### src/rtl/inst_fetch_unit_if.sv
// Memory read bus between the fetch unit (master) and instruction memory (slave).
// One outstanding read: mem_req held with a stable mem_addr until a one-cycle mem_ack.
interface inst_fetch_unit_if;
   logic        mem_req;
   logic [15:0] mem_addr;
   logic [7:0]  mem_rdata;
   logic        mem_ack;

   modport master (output mem_req, output mem_addr, input mem_rdata, input mem_ack);
   modport slave  (input mem_req, input mem_addr, output mem_rdata, output mem_ack);
endinterface

### src/rtl/inst_fetch_unit.sv
// Opcode/immediate fetch stage owning the PC; folds the CB prefix into a 9-bit opcode index.
// Latency: request 1 cycle after fetch_start, opcode valid 1 cycle after ack. INST_PREFETCH_EN adds a 1-byte prefetch buffer.
module inst_fetch_unit #(
   parameter logic [15:0] RESET_PC  = 16'h0000,
   parameter logic [7:0]  CB_PREFIX = 8'hCB
) (
   input  logic                      clock,
   input  logic                      reset,
   input  logic                      fetch_start,
   input  logic                      imm_fetch,
   input  logic                      pc_load,
   input  logic [15:0]               pc_load_value,
   inst_fetch_unit_if.master         bus,
   output logic [7:0]                inst_buffer,
   output logic                      inst_is_cb,
   output logic                      inst_valid,
   output logic [15:0]               imm_data,
   output logic                      imm_valid,
   output logic [15:0]               pc,
   output logic                      busy
);

   typedef enum logic [2:0] {BOOT, OP_REQ, CB_REQ, IMM_REQ, READY} state_t;

   state_t      state, state_nxt;
   logic [15:0] pc_nxt, pc_inc;
   logic        req_q, req_nxt;
   logic [15:0] addr_q, addr_nxt;
   logic [7:0]  buf_nxt;
   logic        cb_nxt, valid_nxt, imm_vld_nxt;
   logic [15:0] imm_nxt;
   // Set when a pc_load lands mid-transaction: the outstanding read is drained and thrown away.
   logic        drop_q, drop_nxt;

`ifdef INST_PREFETCH_EN
   logic        pf_vld, pf_vld_nxt;
   logic        pf_pend, pf_pend_nxt;
   logic [7:0]  pf_dat, pf_dat_nxt;
   logic        pf_take, pf_live, pf_have;
   logic [7:0]  pf_byte;
   logic [15:0] pc_after;
`endif

   assign bus.mem_req  = req_q;
   assign bus.mem_addr = addr_q;
   assign pc_inc       = pc + 16'd1;
   assign busy         = (state == OP_REQ) || (state == CB_REQ) || (state == IMM_REQ);

   always_comb begin
      state_nxt   = state;
      pc_nxt      = pc;
      req_nxt     = req_q;
      addr_nxt    = addr_q;
      buf_nxt     = inst_buffer;
      cb_nxt      = inst_is_cb;
      valid_nxt   = inst_valid;
      imm_nxt     = imm_data;
      imm_vld_nxt = 1'b0;
      drop_nxt    = drop_q;
`ifdef INST_PREFETCH_EN
      pf_vld_nxt  = pf_vld;
      pf_pend_nxt = pf_pend;
      pf_dat_nxt  = pf_dat;
      pf_take     = pf_pend && bus.mem_ack && !drop_q;
      pf_live     = pf_pend && !bus.mem_ack;
      pf_have     = pf_vld || pf_take;
      pf_byte     = pf_vld ? pf_dat : bus.mem_rdata;
      pc_after    = pf_take ? pc_inc : pc;
`endif
      case (state)
         BOOT: begin
            state_nxt = OP_REQ;
            req_nxt   = 1'b1;
            if (pc_load) begin
               pc_nxt   = pc_load_value;
               addr_nxt = pc_load_value;
            end else begin
               addr_nxt = pc;
            end
         end
         OP_REQ, CB_REQ, IMM_REQ: begin
            if (pc_load) begin
               pc_nxt    = pc_load_value;
               drop_nxt  = 1'b1;
               valid_nxt = 1'b0;
            end
            if (bus.mem_ack) begin
               req_nxt = 1'b0;
               if (drop_q || pc_load) begin
                  // Redirected: no pc increment, restart opcode fetch at the loaded PC.
                  drop_nxt  = 1'b0;
                  state_nxt = OP_REQ;
                  req_nxt   = 1'b1;
                  addr_nxt  = pc_load ? pc_load_value : pc;
                  valid_nxt = 1'b0;
                  cb_nxt    = 1'b0;
               end else begin
                  pc_nxt = pc_inc;
                  if (state == OP_REQ) begin
                     if (bus.mem_rdata == CB_PREFIX) begin
                        cb_nxt    = 1'b1;
                        state_nxt = CB_REQ;
                        req_nxt   = 1'b1;
                        addr_nxt  = pc_inc;
                     end else begin
                        buf_nxt   = bus.mem_rdata;
                        cb_nxt    = 1'b0;
                        valid_nxt = 1'b1;
                        state_nxt = READY;
                     end
                  end else if (state == CB_REQ) begin
                     buf_nxt   = bus.mem_rdata;
                     valid_nxt = 1'b1;
                     state_nxt = READY;
                  end else begin
                     imm_nxt     = {bus.mem_rdata, imm_data[15:8]};
                     imm_vld_nxt = 1'b1;
                     state_nxt   = READY;
                  end
               end
            end
         end
         READY: begin
`ifdef INST_PREFETCH_EN
            if (pf_pend && bus.mem_ack) begin
               pf_pend_nxt = 1'b0;
               req_nxt     = 1'b0;
               drop_nxt    = 1'b0;
            end
            if (pf_take) begin
               pc_nxt     = pc_inc;
               pf_vld_nxt = 1'b1;
               pf_dat_nxt = bus.mem_rdata;
            end
            if (pc_load) begin
               pc_nxt     = pc_load_value;
               pf_vld_nxt = 1'b0;
               if (pf_live) drop_nxt = 1'b1;
               if (fetch_start) begin
                  state_nxt = OP_REQ;
                  valid_nxt = 1'b0;
                  if (pf_live) begin
                     pf_pend_nxt = 1'b0;
                  end else begin
                     req_nxt  = 1'b1;
                     addr_nxt = pc_load_value;
                  end
               end
            end else if (fetch_start) begin
               if (pf_have) begin
                  pf_vld_nxt = 1'b0;
                  if (pf_byte == CB_PREFIX) begin
                     cb_nxt    = 1'b1;
                     valid_nxt = 1'b0;
                     state_nxt = CB_REQ;
                     req_nxt   = 1'b1;
                     addr_nxt  = pc_after;
                  end else begin
                     buf_nxt   = pf_byte;
                     cb_nxt    = 1'b0;
                     valid_nxt = 1'b1;
                  end
               end else begin
                  // An in-flight prefetch at pc simply becomes the opcode read.
                  state_nxt   = OP_REQ;
                  valid_nxt   = 1'b0;
                  pf_pend_nxt = 1'b0;
                  if (!pf_live) begin
                     req_nxt  = 1'b1;
                     addr_nxt = pc;
                  end
               end
            end else if (imm_fetch) begin
               if (pf_have) begin
                  pf_vld_nxt  = 1'b0;
                  imm_nxt     = {pf_byte, imm_data[15:8]};
                  imm_vld_nxt = 1'b1;
               end else begin
                  state_nxt   = IMM_REQ;
                  pf_pend_nxt = 1'b0;
                  if (!pf_live) begin
                     req_nxt  = 1'b1;
                     addr_nxt = pc;
                  end
               end
            end else if (!pf_vld && !pf_pend) begin
               req_nxt     = 1'b1;
               addr_nxt    = pc;
               pf_pend_nxt = 1'b1;
            end
`else
            if (pc_load) begin
               pc_nxt = pc_load_value;
               if (fetch_start) begin
                  state_nxt = OP_REQ;
                  req_nxt   = 1'b1;
                  addr_nxt  = pc_load_value;
                  valid_nxt = 1'b0;
               end
            end else if (fetch_start) begin
               state_nxt = OP_REQ;
               req_nxt   = 1'b1;
               addr_nxt  = pc;
               valid_nxt = 1'b0;
            end else if (imm_fetch) begin
               state_nxt = IMM_REQ;
               req_nxt   = 1'b1;
               addr_nxt  = pc;
            end
`endif
         end
         default: state_nxt = BOOT;
      endcase
   end

   always_ff @(posedge clock or posedge reset) begin
      if (reset) begin
         state       <= BOOT;
         pc          <= RESET_PC;
         req_q       <= 1'b0;
         addr_q      <= 16'h0000;
         inst_buffer <= 8'h00;
         inst_is_cb  <= 1'b0;
         inst_valid  <= 1'b0;
         imm_data    <= 16'h0000;
         imm_valid   <= 1'b0;
         drop_q      <= 1'b0;
`ifdef INST_PREFETCH_EN
         pf_vld      <= 1'b0;
         pf_pend     <= 1'b0;
         pf_dat      <= 8'h00;
`endif
      end else begin
         state       <= state_nxt;
         pc          <= pc_nxt;
         req_q       <= req_nxt;
         addr_q      <= addr_nxt;
         inst_buffer <= buf_nxt;
         inst_is_cb  <= cb_nxt;
         inst_valid  <= valid_nxt;
         imm_data    <= imm_nxt;
         imm_valid   <= imm_vld_nxt;
         drop_q      <= drop_nxt;
`ifdef INST_PREFETCH_EN
         pf_vld      <= pf_vld_nxt;
         pf_pend     <= pf_pend_nxt;
         pf_dat      <= pf_dat_nxt;
`endif
      end
   end

endmodule

### src/flat_wrapper.sv
// flat-port wrapper written by rule: the top's interface ports become plain ports
module inst_fetch_unit_flat 
#(
   parameter logic [15:0] RESET_PC  = 16'h0000,
   parameter logic [7:0]  CB_PREFIX = 8'hCB
)
  (clock, reset, fetch_start, imm_fetch, pc_load, pc_load_value, inst_buffer, inst_is_cb, inst_valid, imm_data, imm_valid, pc, busy, bus_mem_req, bus_mem_addr, bus_mem_rdata, bus_mem_ack);
  inst_fetch_unit_if bus_i ();
  input  logic clock;
  input  logic reset;
  input  logic fetch_start;
  input  logic imm_fetch;
  input  logic pc_load;
  input  logic [15:0] pc_load_value;
  output logic [7:0] inst_buffer;
  output logic inst_is_cb;
  output logic inst_valid;
  output logic [15:0] imm_data;
  output logic imm_valid;
  output logic [15:0] pc;
  output logic busy;
  output wire logic [$bits(bus_i.mem_req)-1:0] bus_mem_req;
  output wire logic [$bits(bus_i.mem_addr)-1:0] bus_mem_addr;
  input wire logic [$bits(bus_i.mem_rdata)-1:0] bus_mem_rdata;
  input wire logic [$bits(bus_i.mem_ack)-1:0] bus_mem_ack;
  assign bus_mem_req = bus_i.mem_req;
  assign bus_mem_addr = bus_i.mem_addr;
  assign bus_i.mem_rdata = bus_mem_rdata;
  assign bus_i.mem_ack = bus_mem_ack;
  inst_fetch_unit #(.RESET_PC(RESET_PC), .CB_PREFIX(CB_PREFIX)) u_core (.clock(clock), .reset(reset), .fetch_start(fetch_start), .imm_fetch(imm_fetch), .pc_load(pc_load), .pc_load_value(pc_load_value), .bus(bus_i), .inst_buffer(inst_buffer), .inst_is_cb(inst_is_cb), .inst_valid(inst_valid), .imm_data(imm_data), .imm_valid(imm_valid), .pc(pc), .busy(busy));
endmodule
### config.mk
export PLATFORM = sky130hd
export DESIGN_NAME = inst_fetch_unit_flat
export DESIGN_NICKNAME = d
export VERILOG_FILES = /design/src/rtl/inst_fetch_unit_if.sv /design/src/rtl/inst_fetch_unit.sv /design/src/flat_wrapper.sv
export SDC_FILE = /design/constraint.sdc
export NUM_CORES = 1
export LEC_CHECK = 0
export CORE_MARGIN = 2
export CORE_UTILIZATION = 44
export CTS_CLUSTER_DIAMETER = 200
export CTS_CLUSTER_SIZE = 8
export DETAILED_ROUTE_END_ITERATION = 8
export GPL_TIMING_DRIVEN = 0
export PLACE_DENSITY = 0.77
export SETUP_SLACK_MARGIN = 0.3
export SLEW_MARGIN = 15
export SYNTH_ARGS = -nofsm -noshare
export SYNTH_HDL_FRONTEND = slang
export SYNTH_SLANG_ARGS = --single-unit
### constraint.sdc
create_clock -name clock -period 2.2 [get_ports clock]
set_clock_uncertainty 0.1 [all_clocks]
set_input_delay 0.44 -clock clock [delete_from_list [all_inputs] [get_ports clock]]
set_output_delay 0.44 -clock clock [all_outputs]
set_load 0.03 [all_outputs]
; ---- After elaboration in Yosys (flattened, before gate mapping)
; Cells that the tools add are included.
[word_totals]
regBits = 64
in_bits = 30
elab_cells = 96
[op_classes]
addsub = 1
n_eq_ne = 12
muxes = 52
bitwise_logic = 3
n_reduce_logical = 18
[ops]
columns = cell, count
row1 = 2-to-1 mux 16 bit, 11
row2 = one-hot mux 16 bit (3 select lines), 1
row3 = one-hot mux 16 bit (2 select lines), 1
row4 = 2-to-1 mux 1 bit, 25
row5 = 2-to-1 mux 3 bit, 8
row6 = 2-to-1 mux 8 bit, 3
row7 = adder 16 x 1 -> 16 bit (second input constant), 1
row8 = AND reduction 5 bit, 2
row9 = one-hot mux 3 bit (3 select lines), 1
row10 = == test 8 bit (second input constant), 1
row11 = nonzero test 2 bit, 4
row12 = == test 3 x 2 -> 1 bit (second input constant), 2
row13 = != test 2 bit (second input constant), 3
row14 = != test 3 x 1 -> 1 bit (second input constant), 2
row15 = != test 3 bit (second input constant), 2
row16 = AND reduction 3 bit, 2
row17 = AND reduction 6 bit, 1
row18 = AND reduction 4 bit, 1
row19 = == test 3 x 1 -> 1 bit (second input constant), 1
row20 = == test 3 bit (second input constant), 1
row21 = logical NOT 3 bit, 1
row22 = logical OR 1 bit, 3
row23 = NOT 1 bit, 3
row24 = one-hot mux 1 bit (3 select lines), 1
row25 = other kinds (5), 5

; ---- Logic depth before layout (Yosys ltp)
[depth]
word_depth = 6
mapped_depth = 8
mapped_depth_nobuf = 6

; ---- Least setup slack after synthesis
; No wires, ideal clock.
[synth_timing]
kind = register to register
start = register u_core.state[2]
end = register u_core.addr_q[15], in the netlist u_core.bus.mem_addr[15]
setup_ns = 0.126
arrival_ns = 1.790
required_time_ns = 1.974
setup_slack_ns = 0.184
path_stages_with_launch = 8
n_path_buf = 1
cell_sequence = dfrtp_1 -> buf_6 -> o21bai_2 -> inv_1 -> nand2_1 -> or3_1 -> o211ai_1 -> o21ai_0
[synth_via]
elab_chain_cells = 4
[synth_rtl]
columns = item, line_no
row1 = from (decl), inst_fetch_unit.sv:25  ; state_t state, state_nxt;
row2 = from (signal assigned), inst_fetch_unit.sv:234  ; state <= state_nxt;
row3 = == test 3 x 2 -> 1 bit / == test 3 x 1 -> 1 bit (equally long branches), "inst_fetch_unit.sv:70, inst_fetch_unit.sv:99"
row4 = OR reduction 3 bit, inst_fetch_unit.sv:70  ; case (state)
row5 = "!= test 3 x 1 -> 1 bit (no line), or another cell as far along", -
row6 = AND reduction 6 bit (no line), -
row7 = to (signal assigned), inst_fetch_unit.sv:237  ; addr_q <= addr_nxt;
row8 = to (decl), inst_fetch_unit.sv:28  ; logic [15:0] addr_q, addr_nxt;
; Parallel ways exist; a longest one is shown, timed or not.
; A chain may end at the register's enable or synchronous reset.

; ---- Worst setup path in the final report
[layout_timing]
start = register u_core.pc[4]
end = register u_core.addr_q[7], in the netlist u_core.bus.mem_addr[7]
[layout_via]
elab_chain_cells = 6
[layout_rtl]
columns = item, line_no
row1 = from (decl), inst_fetch_unit.sv:19  ; output logic [15:0] pc,
row2 = from (signal assigned), inst_fetch_unit.sv:235  ; pc <= pc_nxt;
row3 = adder 16 x 1 -> 16 bit, inst_fetch_unit.sv:46  ; assign pc_inc = pc + 16'd1;
row4 = 2-to-1 mux 16 bit, inst_fetch_unit.sv:100  ; if (bus.mem_rdata == CB_PREFIX) begin
row5 = 2-to-1 mux 16 bit, inst_fetch_unit.sv:99  ; if (state == OP_REQ) begin
row6 = 2-to-1 mux 16 bit, inst_fetch_unit.sv:89  ; if (drop_q || pc_load) begin
row7 = 2-to-1 mux 16 bit, inst_fetch_unit.sv:87  ; if (bus.mem_ack) begin
row8 = one-hot mux 16 bit (3 select lines), inst_fetch_unit.sv:70
; No other way between the ends. The select of a mux whose other input is x is not followed.

==> results.txt <==
The floorplan step set the die width to ~92 µm. The number of CTS-inserted buffers came out at 9. The number of cells in the design after placement came out at ~530. Sequential cells were found to cover 47.2% of the synthesized design area. The hold violation count in the final report came out at 0.

The synthesized area divided by synthesized cell count came out at approximately 10 µm². The relative slew slack is 53.2%. The effective utilization at floorplan came out at 44.6%.

The number of buffers on the longest clock path is 2. The detailed router finished its first iteration with 320 violations. The path class of the tightest hold or removal check is in2reg. The vias per cell is approximately 5.9. At the worst endpoint, the arrival time is roughly 2.1 ns. After Yosys synthesis, XOR and XNOR cells account for under 10% of the synthesized area. For this run, the leading register cell type out of synthesis is sky130_fd_sc_hd__dfrtp_1.

The worst setup path is launched from a flop. Summed over all layers, the routed wires come to between 10000 and 15000 µm. The analysis attributes to cell leakage a power of between 2 and 2.5 nW. The CTS tree is built.

After synthesis, the largest area contributor takes up between 40% and 50% of total cell area. The share of synthesized area spent on multiplexers is between 10% and 20%. The worst hold path begins at bus_mem_rdata[7]. Of all cell types, the one taking the most synthesized area is sky130_fd_sc_hd__dfrtp_1. The smallest clock period supported by the final layout is computed as 2.00 ns. By area, the combinational part of the netlist is dominated by compound AO/OA/AOI/OAI gates. Along the worst path, the maximum fanout reaches 10. The number of port buffers came out at 90. The HPWL reported at the end of detailed placement is 6740 µm. The count of flip-flops with a built-in enable after synthesis is 0. The worst endpoint required time is approximately 2.3 ns. The Yosys step of the flow raised 0 warnings. The clock insertion delay at the later pin of the skew report is 0.35 ns. The share of post-route cells with drive strength above 1 came out at a little under a third. The post-layout net count came out at about 490.

Counting flops and latches in the post-synthesis netlist gives 64. Once layout is complete, the utilization of the core stands at roughly two thirds. The standard cell core area came out at approximately 0.0076 mm².

The area overhead of the layout relative to synthesis came out at 53.3%. The maximum number of pins on one net before global-route repair came out at 35. The count of distinct cell types in the synthesized netlist came out at 55.

The mapped netlist covers approximately 0.0034 mm². The number of inserted diodes came out at 0. In this run the power density over the cells is between 1000 and 1500 mW/mm².

The number of nets still failing antenna checks after routing came out at 0. The total count of max-transition violations in the final report is 0. The routed length per placed instance came out at ~19 µm. Setup repair after global routing could not meet its margin everywhere. The number of max-cap violations is 0. Setup slack closes at 0.200 ns.

The post-synthesis net count is 370. The actual slew at the worst max-slew pin came out at approximately 0.7 ns. Counting every instance in the synthesized netlist gives 339. After Yosys synthesis, and, or, nand and nor cells account for between 10% and 20% of the synthesized area. The post-route cell area came out at 0.00519 mm².

The I/O pin count is slightly above 90. The global-route usage over all layers is ~24%. Summing the areas of all compound-gate instances in the mapped netlist gives 17.6% of the synthesized area.

The worst path uses roughly nine tenths of the clock period. In this run the core area contains 32 standard-cell rows. The number of design rule violations left after detail routing is 0. In the post-synthesis netlist, the biggest area contributors are sky130_fd_sc_hd__dfrtp_1 (47%), sky130_fd_sc_hd__mux2_2 (11%), sky130_fd_sc_hd__o21ai_0 (4.9%). The final instance count without filler cells came out at between 500 and 600. The routability congestion estimate is a little over 0.9.

The total of endpoints with negative setup slack in the final report is 0. The number of sinks driven by the clock tree came out at between 60 and 70. The total via count after detailed routing came out at about 3.4k. The startpoint identified for the worst register-to-register timing path is u_core.pc[4]$_DFFE_PP0P_. The clock-pin slew on the worst setup and hold paths came out at ~0.080 ns. From bottom edge to top edge, the die measures 91.8 µm. The worst supply voltage drop on vdd came out at around 0.79 mV. Before antenna repair, the detailed router went through 5 iterations. The worst setup slack for register-to-register paths came out at roughly 0.20 ns. The die area is around 0.0084 mm². The adder-cell area share of the yosys netlist came out at less than 1%. The worst setup path is captured at a flop. The initial antenna violation count came out at 0. The total global routing overflow is 0.

The via count of the first global-routing pass came out at 3271. The category of the critical setup timing path is reg2reg. After synthesis, the share of flip-flops with an asynchronous set or reset is between 90% and 100%. The first-pass GRT wire length came out at about 16000 µm. The flow ran to the end, and the final reports show no timing, DRC or antenna violations. The launching element of the worst setup path is u_core.pc[4]$_DFFE_PP0P_. Buffers inserted to repair hold after CTS numbered 0. The root buffer cell is sky130_fd_sc_hd__clkbuf_8. The maximum frequency from static timing analysis came out at between 500 and 600 MHz. The maximum level of the CTS H-tree came out at 3. The instance area after placement came out at 0.00448 mm².

The pre-CTS setup slack came out at -0.604 ns.
## layout by cell type (no fill, tap or decap), types with 4 or more instances in the layout
cell / instances
sky130_fd_sc_hd__a21oi_1: 12
sky130_fd_sc_hd__a22oi_1: 4
sky130_fd_sc_hd__buf_2: 5
sky130_fd_sc_hd__buf_4: 16
sky130_fd_sc_hd__buf_6: 15
sky130_fd_sc_hd__clkbuf_8: 12
sky130_fd_sc_hd__clkdlybuf4s50_1: 22
sky130_fd_sc_hd__clkinvlp_4: 5
sky130_fd_sc_hd__dfrtp_1: 59
sky130_fd_sc_hd__dfrtp_2: 5
sky130_fd_sc_hd__dlygate4sd2_1: 64
sky130_fd_sc_hd__inv_1: 10
sky130_fd_sc_hd__mux2_2: 19
sky130_fd_sc_hd__mux2_4: 13
sky130_fd_sc_hd__mux2i_1: 5
sky130_fd_sc_hd__nand2_1: 31
sky130_fd_sc_hd__nand2b_1: 6
sky130_fd_sc_hd__nand3_1: 8
sky130_fd_sc_hd__nor2_1: 17
sky130_fd_sc_hd__nor3_2: 5
sky130_fd_sc_hd__nor4_4: 4
sky130_fd_sc_hd__o21ai_0: 20
sky130_fd_sc_hd__o21ai_1: 10
sky130_fd_sc_hd__o22ai_1: 6
sky130_fd_sc_hd__o31ai_1: 4
sky130_fd_sc_hd__xnor2_1: 8
## cell families after synthesis
kind of cell / Yosys count
simple gates: 102
compound gates: 91
flops: 64
mux: 37
buf+inv: 33
xor+xnor: 11
fa+ha+maj: 1
## per-layer routing
layer / global-route usage (%) / part of all wire, % / vias to the layer above
li1: - / - / 1477
met1: 30.9 / 38 / 1633
met2: 39.2 / 49 / 231
met3: 8.87 / 10 / 32
met4: 8.21 / 2.4 / 0
met5: 0 / 0 / -
## registers in the layout (all words and copies together), names as in the netlist
register and count:
u_core.pc 16, u_core.bus.mem_addr 16, u_core.state 3, u_core.imm_data 16, u_core.imm_valid 1, u_core.drop_q 1
u_core.bus.mem_req 1, u_core.inst_is_cb 1, u_core.inst_buffer 8, u_core.inst_valid 1
## cells in the mapped netlist (2+ instances only)
cell / number
sky130_fd_sc_hd__nor2_1: 21
sky130_fd_sc_hd__clkbuf_1: 8
sky130_fd_sc_hd__and3_1: 2
sky130_fd_sc_hd__mux2_2: 32
sky130_fd_sc_hd__o31ai_1: 5
sky130_fd_sc_hd__o31a_1: 3
sky130_fd_sc_hd__mux2i_1: 5
sky130_fd_sc_hd__o21a_1: 2
sky130_fd_sc_hd__nor4_1: 7
sky130_fd_sc_hd__a21oi_1: 16
sky130_fd_sc_hd__o21ai_0: 33
sky130_fd_sc_hd__nand3_1: 9
sky130_fd_sc_hd__xnor2_1: 8
sky130_fd_sc_hd__nand2_1: 34
sky130_fd_sc_hd__buf_6: 2
sky130_fd_sc_hd__a22oi_1: 4
sky130_fd_sc_hd__a32oi_1: 2
sky130_fd_sc_hd__or2_2: 2
sky130_fd_sc_hd__nand4_1: 3
sky130_fd_sc_hd__a2bb2oi_1: 3
sky130_fd_sc_hd__xor2_1: 3
sky130_fd_sc_hd__o22ai_1: 7
sky130_fd_sc_hd__inv_1: 12
sky130_fd_sc_hd__a21o_1: 2
sky130_fd_sc_hd__buf_2: 9
sky130_fd_sc_hd__and2_0: 2
sky130_fd_sc_hd__nor3_1: 6
sky130_fd_sc_hd__nand2b_1: 6
sky130_fd_sc_hd__dfrtp_1: 64
sky130_fd_sc_hd__o211ai_1: 2
## area by class of cell
class | instances | area [µm²]
Sequential cell | 64 | 1610
Buffer | 21 | 189
Timing Repair Buffer | 113 | 1060
Clock buffer | 10 | 138
Multi-Input combinational cell | 242 | 1960
Clock inverter | 6 | 68.8
Tap cell | 102 | 128
Fill cell | 573 | 2410
Inverter | 12 | 48.8
## path summary, 6_finish.rpt
path	endpoint	depth (start not counted)
setup / recovery	u_core.bus.mem_addr[7]$_DFFE_PP0P_	5
hold / removal	u_core.inst_buffer[7]$_DFFE_PP0P_	2
setup reg to reg	u_core.bus.mem_addr[7]$_DFFE_PP0P_	5
hold reg to reg	u_core.bus.mem_addr[5]$_DFFE_PP0P_	2
max in group asynchronous	u_core.bus.mem_addr[13]$_DFFE_PP0P_	3
min in group asynchronous	u_core.bus.mem_addr[8]$_DFFE_PP0P_	2
## worst max-delay path, stage by stage, from the launching register on
cell and delay (ns):
sky130_fd_sc_hd__dfrtp_1 0.52, sky130_fd_sc_hd__nand4_4 0.33, sky130_fd_sc_hd__nor4_4 0.37, sky130_fd_sc_hd__xnor2_1 0.17, sky130_fd_sc_hd__o21ai_1 0.12, sky130_fd_sc_hd__mux2_4 0.28
## what timing repair did
action / in CTS / in global routing
gates resized for setup: 135 / 56
buffers inserted: 18 / 3
endpoints found under the setup margin: 120 / 60
pin swaps: 14 / 12
hold endpoints to repair: 0 / 0
cloned: 1 / 0
## report_power, final
group | switching, W | internal [W]
sequential | 0.000455 | 0.00172
clock | 0.000516 | 0.000556
combinational | 0.00255 | 0.00174
total | 0.00352 | 0.00401
## per-stage QoR
| step | setup TNS, ns | power, W | hold WS (ns) |
|---|---|---|---|
| floorplan | 0 | 0.00455 | 0.430 |
| global placement | -22.22 | 0.00601 | 0.360 |
| detailed placement | -23.16 | 0.00610 | 0.369 |
| CTS | 0 | 0.00728 | 0.380 |
| global route | 0 | 0.00791 | 0.302 |
| finish | 0 | 0.00753 | 0.284 |
Power figures use the tool's default switching activity.
